===== src/rtl/ripple_cntr_monitor_pkg.sv =====
// Shared encodings for the ripple counter monitor: FSM states, ripple width,
// and the modulo-8 successor test used to classify steps.
package ripple_mon_pkg;

  localparam int          RIPPLE_W   = 3;
  localparam logic [2:0]  RIPPLE_MAX = 3'd7;

  typedef enum logic [1:0] {
    SYNC  = 2'd0,
    TRACK = 2'd1,
    FAULT = 2'd2
  } mon_state_e;

  // Legal ripple step: new value is the old one plus one, wrapping 7 -> 0.
  function automatic logic is_next(input logic [RIPPLE_W-1:0] cur,
                                   input logic [RIPPLE_W-1:0] nxt);
    return nxt == (cur + RIPPLE_W'(1));
  endfunction

endpackage


===== src/rtl/ripple_cntr_monitor_if.sv =====
// Control/observation bundle between the ripple monitor and its consumer.
interface ripple_cntr_monitor_if #(parameter int EXT_W = 16);
  import ripple_mon_pkg::*;

  logic                clr;
  logic [RIPPLE_W-1:0] ripple_q;
  logic [RIPPLE_W-1:0] filt_q;
  logic [EXT_W-1:0]    ext_cnt;
  logic                ext_valid;
  logic                tick;
  logic                skip_err;
  logic [1:0]          state;

  modport master (
    output clr, ripple_q,
    input  filt_q, ext_cnt, ext_valid, tick, skip_err, state
  );

  modport slave (
    input  clr, ripple_q,
    output filt_q, ext_cnt, ext_valid, tick, skip_err, state
  );

endinterface


===== src/rtl/ripple_cntr_monitor_sync_filter.sv =====
// Two-flop synchronizer plus a stability filter: a value must persist for
// STABLE_CYC synchronized samples before it is published with a 1-cycle strobe.
module ripple_sync_filter #(
  parameter int W          = 3,
  parameter int STABLE_CYC = 2
) (
  input  logic         clk,
  input  logic         reset,
  input  logic [W-1:0] raw,
  output logic [W-1:0] fval,
  output logic         acc
);

  localparam int CW = $clog2(STABLE_CYC + 1);

  logic [1:0][W-1:0] sync;
  logic [W-1:0]      cand;
  logic [CW-1:0]     cnt;

  always_ff @(posedge clk or posedge reset) begin
    if (reset) begin
      sync <= '0;
      cand <= '0;
      cnt  <= '0;
      fval <= '0;
      acc  <= 1'b0;
    end else begin
      sync[0] <= raw;
      sync[1] <= sync[0];
      // Any change restarts the run; the count saturates once stable.
      if (sync[1] != cand) begin
        cand <= sync[1];
        cnt  <= CW'(1);
      end else if (cnt < CW'(STABLE_CYC)) begin
        cnt <= cnt + CW'(1);
      end
      acc <= 1'b0;
      if (cnt == CW'(STABLE_CYC) && cand != fval) begin
        fval <= cand;
        acc  <= 1'b1;
      end
    end
  end

endmodule


===== src/rtl/ripple_cntr_monitor.sv =====
// Ripple counter monitor: filters the asynchronous 3-bit count, extends it to
// EXT_W bits, pulses tick on ripple wrap and flags illegal steps.
module ripple_cntr_monitor
  import ripple_mon_pkg::*;
#(
  parameter int EXT_W      = 16,
  parameter int STABLE_CYC = 2
) (
  input  logic                  clk,
  input  logic                  reset,
  ripple_cntr_monitor_if.slave  bus
);

  logic [RIPPLE_W-1:0] fval;
  logic                acc;

  ripple_sync_filter #(
    .W          (RIPPLE_W),
    .STABLE_CYC (STABLE_CYC)
  ) u_filt (
    .clk   (clk),
    .reset (reset),
    .raw   (bus.ripple_q),
    .fval  (fval),
    .acc   (acc)
  );

  mon_state_e          st, st_nx;
  logic [RIPPLE_W-1:0] filt, filt_nx;
  logic [EXT_W-1:0]    ext, ext_nx;
  logic                tick_r, tick_nx;
  logic                skip, skip_nx;
  logic                pend, pend_nx;

  always_ff @(posedge clk or posedge reset) begin
    if (reset) begin
      st     <= SYNC;
      filt   <= '0;
      ext    <= '0;
      tick_r <= 1'b0;
      skip   <= 1'b0;
      pend   <= 1'b0;
    end else begin
      st     <= st_nx;
      filt   <= filt_nx;
      ext    <= ext_nx;
      tick_r <= tick_nx;
      skip   <= skip_nx;
      pend   <= pend_nx;
    end
  end

  always_comb begin
    st_nx   = st;
    filt_nx = acc ? fval : filt;
    ext_nx  = ext;
    tick_nx = 1'b0;
    skip_nx = skip;
    pend_nx = pend;
    if (bus.clr) begin
      st_nx   = SYNC;
      ext_nx  = '0;
      skip_nx = 1'b0;
      // An event swallowed by clr still serves as the next baseline.
      pend_nx = acc;
    end else begin
      unique case (st)
        SYNC: begin
          if (acc || pend) begin
            st_nx   = TRACK;
            pend_nx = 1'b0;
          end
        end
        TRACK: begin
          if (acc) begin
            if (is_next(filt, fval)) begin
              ext_nx  = ext + EXT_W'(1);
              tick_nx = (filt == RIPPLE_MAX);
            end else begin
              skip_nx = 1'b1;
              st_nx   = FAULT;
            end
          end
        end
        FAULT: ;
        default: st_nx = SYNC;
      endcase
    end
  end

  assign bus.filt_q    = filt;
  assign bus.ext_cnt   = ext;
  assign bus.ext_valid = (st == TRACK);
  assign bus.tick      = tick_r;
  assign bus.skip_err  = skip;
  assign bus.state     = st;

endmodule

===== src/flat_wrapper.sv =====
// flat-port wrapper written by rule: the top's interface ports become plain ports
module ripple_cntr_monitor_flat import ripple_mon_pkg::*;
#(
  parameter int EXT_W      = 16,
  parameter int STABLE_CYC = 2
)
  (clk, reset, bus_clr, bus_ripple_q, bus_filt_q, bus_ext_cnt, bus_ext_valid, bus_tick, bus_skip_err, bus_state);
  ripple_cntr_monitor_if #(.EXT_W(EXT_W)) bus_i ();
  input  logic clk;
  input  logic reset;
  input wire logic [$bits(bus_i.clr)-1:0] bus_clr;
  input wire logic [$bits(bus_i.ripple_q)-1:0] bus_ripple_q;
  output wire logic [$bits(bus_i.filt_q)-1:0] bus_filt_q;
  output wire logic [$bits(bus_i.ext_cnt)-1:0] bus_ext_cnt;
  output wire logic [$bits(bus_i.ext_valid)-1:0] bus_ext_valid;
  output wire logic [$bits(bus_i.tick)-1:0] bus_tick;
  output wire logic [$bits(bus_i.skip_err)-1:0] bus_skip_err;
  output wire logic [$bits(bus_i.state)-1:0] bus_state;
  assign bus_i.clr = bus_clr;
  assign bus_i.ripple_q = bus_ripple_q;
  assign bus_filt_q = bus_i.filt_q;
  assign bus_ext_cnt = bus_i.ext_cnt;
  assign bus_ext_valid = bus_i.ext_valid;
  assign bus_tick = bus_i.tick;
  assign bus_skip_err = bus_i.skip_err;
  assign bus_state = bus_i.state;
  ripple_cntr_monitor #(.EXT_W(EXT_W), .STABLE_CYC(STABLE_CYC)) u_core (.clk(clk), .reset(reset), .bus(bus_i));
endmodule

===== config.mk =====
export PLATFORM = sky130hd
export DESIGN_NAME = ripple_cntr_monitor_flat
export DESIGN_NICKNAME = d
export VERILOG_FILES = /design/src/rtl/ripple_cntr_monitor_pkg.sv /design/src/rtl/ripple_cntr_monitor_if.sv /design/src/rtl/ripple_cntr_monitor_sync_filter.sv /design/src/rtl/ripple_cntr_monitor.sv /design/src/flat_wrapper.sv
export SDC_FILE = /design/constraint.sdc
export NUM_CORES = 1
export LEC_CHECK = 0
export CAP_MARGIN = 15
export CORE_MARGIN = 5
export CORE_UTILIZATION = 50
export CTS_CLUSTER_DIAMETER = 150
export DETAILED_ROUTE_END_ITERATION = 6
export HOLD_SLACK_MARGIN = 0.06
export PLACE_DENSITY = 0.76
export SYNTH_ARGS = -nofsm -noshare
export SYNTH_HDL_FRONTEND = slang
export SYNTH_HIERARCHICAL = 1
export SYNTH_SLANG_ARGS = --single-unit

===== constraint.sdc =====
create_clock -name clk -period 2.4 [get_ports clk]
set_input_delay 0.48 -clock clk [delete_from_list [all_inputs] [get_ports clk]]
set_output_delay 0.48 -clock clk [all_outputs]
set_load 0.05 [all_outputs]

Yosys cells after proc, flatten, opt, wreduce, memory -nomap -nowiden --
Index checks and enable logic that the tools add are counted.
Word-level totals: register bits 39, latch bits 0, bits in writable memories 0, memory bits (read-only) 0, input bits 6, memories 0
Cells by class: add/subtract/negate cells 3, $mul 0, div/mod/pow operators 0, $lt $le $gt $ge 1, eq/ne operators 12, shift operators 0, muxes and demuxes 23, bitwise gates (word level) 0, reductions and logical operators 13
Operator list (number):
- $mux W16 | 4
- $add A16 B1 Y16 const B | 1
- $mux W1 | 12
- $mux W2 | 6
- $reduce_bool A2 Y1 | 6
- $ne A3 B2 Y1 const B | 2
- $ne A3 B3 Y1 | 2
- $pmux W2 S3 | 1
- $reduce_and A3 Y1 | 2
- $eq A2 B2 Y1 const B | 2
- $ne A2 B2 Y1 const B | 2
- $reduce_and A4 Y1 | 1
- $add A3 B1 Y3 const B | 1
- $eq A3 B3 Y1 | 1
- $eq A3 B3 Y1 const B | 1
- $ne A3 B3 Y1 const B | 1
- $add A2 B1 Y2 const B | 1
- $eq A2 B1 Y1 const B | 1
- $logic_not A2 Y1 | 1
- $lt A2 B2 Y1 const B | 1
- $reduce_and A2 Y1 | 1
- $logic_and A1 B1 Y1 | 1
- $logic_or A1 B1 Y1 | 1

Logic depth before layout (Yosys ltp) --
depth after elaboration 6, depth in mapped cells 8, depth with buffers taken out 6

Modules after synthesis --
The synthesis kept the hierarchy.
Modules (own cells, without submodules):
- ripple_cntr_monitor | times used 1, cells an instance 126, area each 1293.7 um^2
- ripple_sync_filter | times used 1, cells an instance 35, area each 531.8 um^2

Worst setup path before layout --
No wires, ideal clock.
path type flip-flop to flip-flop, from reg u_core.filt[0] (netlist: u_core/bus.filt_q[0]), to reg u_core.ext[5] (netlist: u_core/bus.ext_cnt[5]), library setup time 0.078 ns, data arrival time 2.303 ns, required time 2.322 ns, setup slack 0.019 ns, stages on the path, launching flop included 8, buffers on the path 1, period minus slack after synthesis 2.381 ns, cells stage by stage dfrtp_1 ha_1 ha_1 xnor2_2 nand3_2 buf_6 or4_1 a21oi_1
On the way: longest elaborated chain between the ends 4
Ends and longest elaborated chain:
- from (decl) | RTL line ripple_cntr_monitor.sv:29 | logic [RIPPLE_W-1:0] filt, filt_nx;
- from (signal assigned) | RTL line ripple_cntr_monitor.sv:45 | filt <= filt_nx;
- $add A3 B1 Y3 | RTL line ripple_cntr_monitor_pkg.sv:17 | return nxt == (cur + RIPPLE_W'(1));
- $eq A3 B3 Y1 | RTL line ripple_cntr_monitor_pkg.sv:17
- $reduce_bool A2 Y1 (no source line)
- $reduce_and A3 Y1 (no source line)
- to (signal assigned) | RTL line ripple_cntr_monitor.sv:46 | ext <= ext_nx;
- to (decl) | RTL line ripple_cntr_monitor.sv:30 | logic [EXT_W-1:0] ext, ext_nx;
Every way passes these cells. A chain may end at the register's enable or synchronous reset.

Worst setup path in the final report --
from reg u_core.filt[1] (netlist: u_core/bus.filt_q[1]), to reg u_core.ext[5] (netlist: u_core/bus.ext_cnt[5])
The elaborated chain is that of the path after synthesis.

==> results by group <==
Run status
  – Status: completed

Floorplanning
  – Initial Utilization: 50.6%
  – Rows: 22
  – Die ar.: 4960 µm²
  – Total core area: 3610 µm²
  – Die Height: 70.4 µm
  – Num ports: 30
  – Die width: 70.4 µm

Placed design
  – GPL Wtd Cong: 0.777
  – DP Wirelength: 2.61 mm
  – PortBufs: 29
  – DP Area: 2170 µm²

Detailed routing
  – Vias per cell: 5.50
  – DR WL met2: 1.85 mm
  – Routed vias: 1,337
  – M1 WL: 1.49 mm
  – Post-DRT Antenna Nets: 0
  – Met3 wire length: 199 µm
  – Top Metal Used: met4
  – # DRC: 0
  – Detailed-route wire length: 3.56 mm
  – Initial DRC count: 110
  – Drt pass-1 iters: 4
  – Drt wl/cell: 14.6 µm

Power and ir drop
  – Clock Power Share: 29.7%
  – Leak: 0.955 nW
  – Worst vdd ir: 0.467 mV
  – Internal Pwr Total: 0.00102 W
  – Switching Power: 0.000438 W
  – Final total power: 0.00146 W
  – Sw frac: 30.1%
  – Combinational group share of total power: 19.8%
  – Flop pwr share: 50.5%
  – Pwr per Cell Area: 645 nW/µm²

STA
  – RSZ-0062 raised after global routing: false
  – Worst Hold Slack: 0.355 ns
  – Actual slew at the worst max-slew pin: 0.548 ns
  – Max Transition Viols Final: 0
  – Slew Limit Headroom: 63.4%
  – Tmin final: 2.28 ns
  – Setup violators final: 0
  – Setup TNS: 0 ns
  – Max frequency: 438 MHz
  – Clock skew: 0.00622 ns
  – Hold Fails Final Rpt: 0
  – Fin crit share: 95.0%

Layout
  – Antenna Cells: 0
  – Net count, final: 204
  – Final Cell Area: 2260 µm²
  – Fillcell total: 291
  – Ratio of cells with drive above 1 in the final layout: 12.8%
  – Storage cell area: 976 µm²
  – Final Util: 62.7%
  – Multi-input gate area: 782 µm²
  – Layout Area Growth over Synthesis: 23.9%

Logic synthesis
  – Cell accounting for the most synthesized area: dfrtp_1
  – Mean Syn Cell Area: 11.3 µm²
  – Fraction of registers with async set/reset: 100%
  – Syn Std Cell Area: 1830 µm²
  – Post-synthesis sequential area ratio: 53.5%
  – #FFs+latches synth: 39
  – Commonest cells in the synthesized netlist: 39 x dfrtp_1, 14 x a21oi_1, 9 x nand2_1
  – Top cell type's share of synthesized area: 53.5%
  – Ys Warns: 6
  – Dominant cell by count in the synthesized netlist: dfrtp_1
  – Mapped Nets: 171
  – Synth area leaders: dfrtp_1 53%, a21oi_1 3.8%, mux2_2 3.7%, o31ai_1 3.3%, or4_1 3.3%
  – Post-Syn Instances: 161
  – Synth cell types: 37
  – Main synth FF type: dfrtp_1
  – EDFF count, synth: 0

Setup path
  – Slowest stage delay, CP: 0.62 ns
  – Critical Path AT: 2.49 ns
  – CP cell instances: ha_1 > ha_1 > xnor2_2 > nand3_2 > or4_1 > a21oi_1
  – Crit path capture type: flop
  – Crit Path Category: flop to flop
  – Data required, critical path: 2.61 ns
  – Cell mode on critical path: ha_1
  – Critical path's slowest cell: or4_1
  – Startpoint types: flop
  – Worst-path fanout max: 21

CTS
  – CTS tree: done
  – CTS buffer count: 5
  – CTS Hold Buffers Added: 0
  – Max clock buf depth: 2
  – Skew-Pair Late Insertion Delay: 0.28 ns
  – Post-CTS Setup Inserts: 0
  – Clock transition at the registers of the reported paths: 0.08 ns
  – CTS HTree Levels: 2
  – Post-CTS sizing: 0
  – Clock root cell: clkbuf_8
  – Clk sink count: 39

Global routing
  – Largest net degree at the start of global routing: 25
  – Tot GR Track Use: 15.4%
  – First-pass GRT wire length: 6.12 mm
  – Number of global-route vias before repair: 1,360
  – Initial antenna violation count: 0
  – Overflow after GRT: 0

Worst hold path
  – Hold crit path type: flop to flop

Job
  – Max-cap violations: 0
layout by cell type (no fill, tap or decap), drive strengths merged:
master / Yosys / final
buf: 3 / 6
nor2b: 3 / 3
clkbuf: 6 / 5
a21oi: 14 / 14
o31ai: 8 / 8
and2: 1 / 1
xor2: 6 / 6
clkinvlp: 0 / 2
nor4: 1 / 1
o2111a: 1 / 1
nor2: 5 / 5
mux2: 7 / 7
xnor2: 5 / 5
o21ba: 1 / 1
dfrtp: 39 / 39
or4: 8 / 8
nand4: 5 / 5
mux2i: 1 / 1
inv: 5 / 5
nand3: 6 / 6
nand2: 9 / 9
and3b: 1 / 1
clkinv: 0 / 1
a31oi: 1 / 1
and4: 2 / 2
o21ai: 6 / 6
ha: 4 / 4
o31a: 2 / 2
nor3: 2 / 2
clkdlybuf4s50: 0 / 29
nor3b: 1 / 1
and3: 3 / 3
or3: 5 / 5
routing by layer:
| metal | vias up | track usage, % |
|---|---|---|
| met3 | 2 | 3.60 |
| met2 | 37 | 26.6 |
| li1 | 656 | - |
| met4 | 0 | 5.53 |
| met1 | 642 | 18.7 |
| met5 | - | 0 |
worst max-delay path, delay by kind of cell (launching register included):
kind / cells / cell delay (ns)
simple gates: 2 / 0.95
fa+ha+maj: 2 / 0.49
flops: 1 / 0.41
compound gates: 1 / 0.18
xor+xnor: 1 / 0.17
cell type report:
type                    count  share of cell area (%)
well taps                  48                    2.66
clock buffers               5                    3.04
multi-input cells         108                    34.6
flip-flops and latches     39                    43.2
inverters                   5                   0.830
repair buffers             35                    14.8
clock inverters             3                   0.885
power by group through the flow:
stage | Sequential [W] | Clock [W] | Combinational (W)
floorplan | 0.000768 | 0 | 0.000189
global placement | 0.000746 | 0 | 0.000282
detailed placement | 0.000749 | 0 | 0.000290
CTS | 0.000737 | 0.000448 | 0.000291
global route | 0.000743 | 0.000470 | 0.000311
finish | 0.000736 | 0.000433 | 0.000289
through the flow:
| stage | setup WS, ns | cells |
|---|---|---|
| floorplan | 0.0188 | 161 |
| global placement | 0.254 | 235 |
| detailed placement | 0.137 | 235 |
| CTS | 0.120 | 243 |
| global route | 0.00865 | 243 |
| finish | 0.119 | 243 |
sequential cells by signal, summed over array words and instances (netlist names):
name / flops
u_core/bus.ext_cnt: 16
u_core/u_filt/sync: 6
u_core/bus.filt_q: 3
u_core/u_filt/cand: 3
u_core/u_filt/fval: 3
u_core/bus.state: 2
u_core/u_filt/cnt: 2
u_core/bus.skip_err: 1
u_core/bus.tick: 1
u_core/pend: 1
u_core/u_filt/acc: 1
kinds of logic after synthesis:
family / Yosys count / synth area share [%]
adder cells (fa/ha/maj): 4 / 2.74
AND/OR/NAND/NOR: 52 / 17.5
flip-flops: 39 / 53.5
XOR/XNOR: 11 / 6.51
AO/OA/AOI/OAI: 33 / 11.2
multiplexers: 8 / 4.87
buffers and inverters: 14 / 3.70
path summary, 6_finish.rpt:
path / start / end / slack [ns] / cells after the start
worst max-delay path: u_core/bus.filt_q[1] / u_core/bus.ext_cnt[5] / 0.12 / 6
worst min-delay path: u_core/u_filt/sync[0] / u_core/u_filt/sync[3] / 0.36 / 0
worst max register to register: u_core/bus.filt_q[1] / u_core/bus.ext_cnt[5] / 0.12 / 6
worst min register to register: u_core/u_filt/sync[0] / u_core/u_filt/sync[3] / 0.36 / 0
max in group asynchronous: reset / u_core/u_filt/cnt[1] / 1.48 / 2
min in group asynchronous: reset / u_core/u_filt/fval[2] / 0.56 / 2
(Power assumes the default switching activity.)
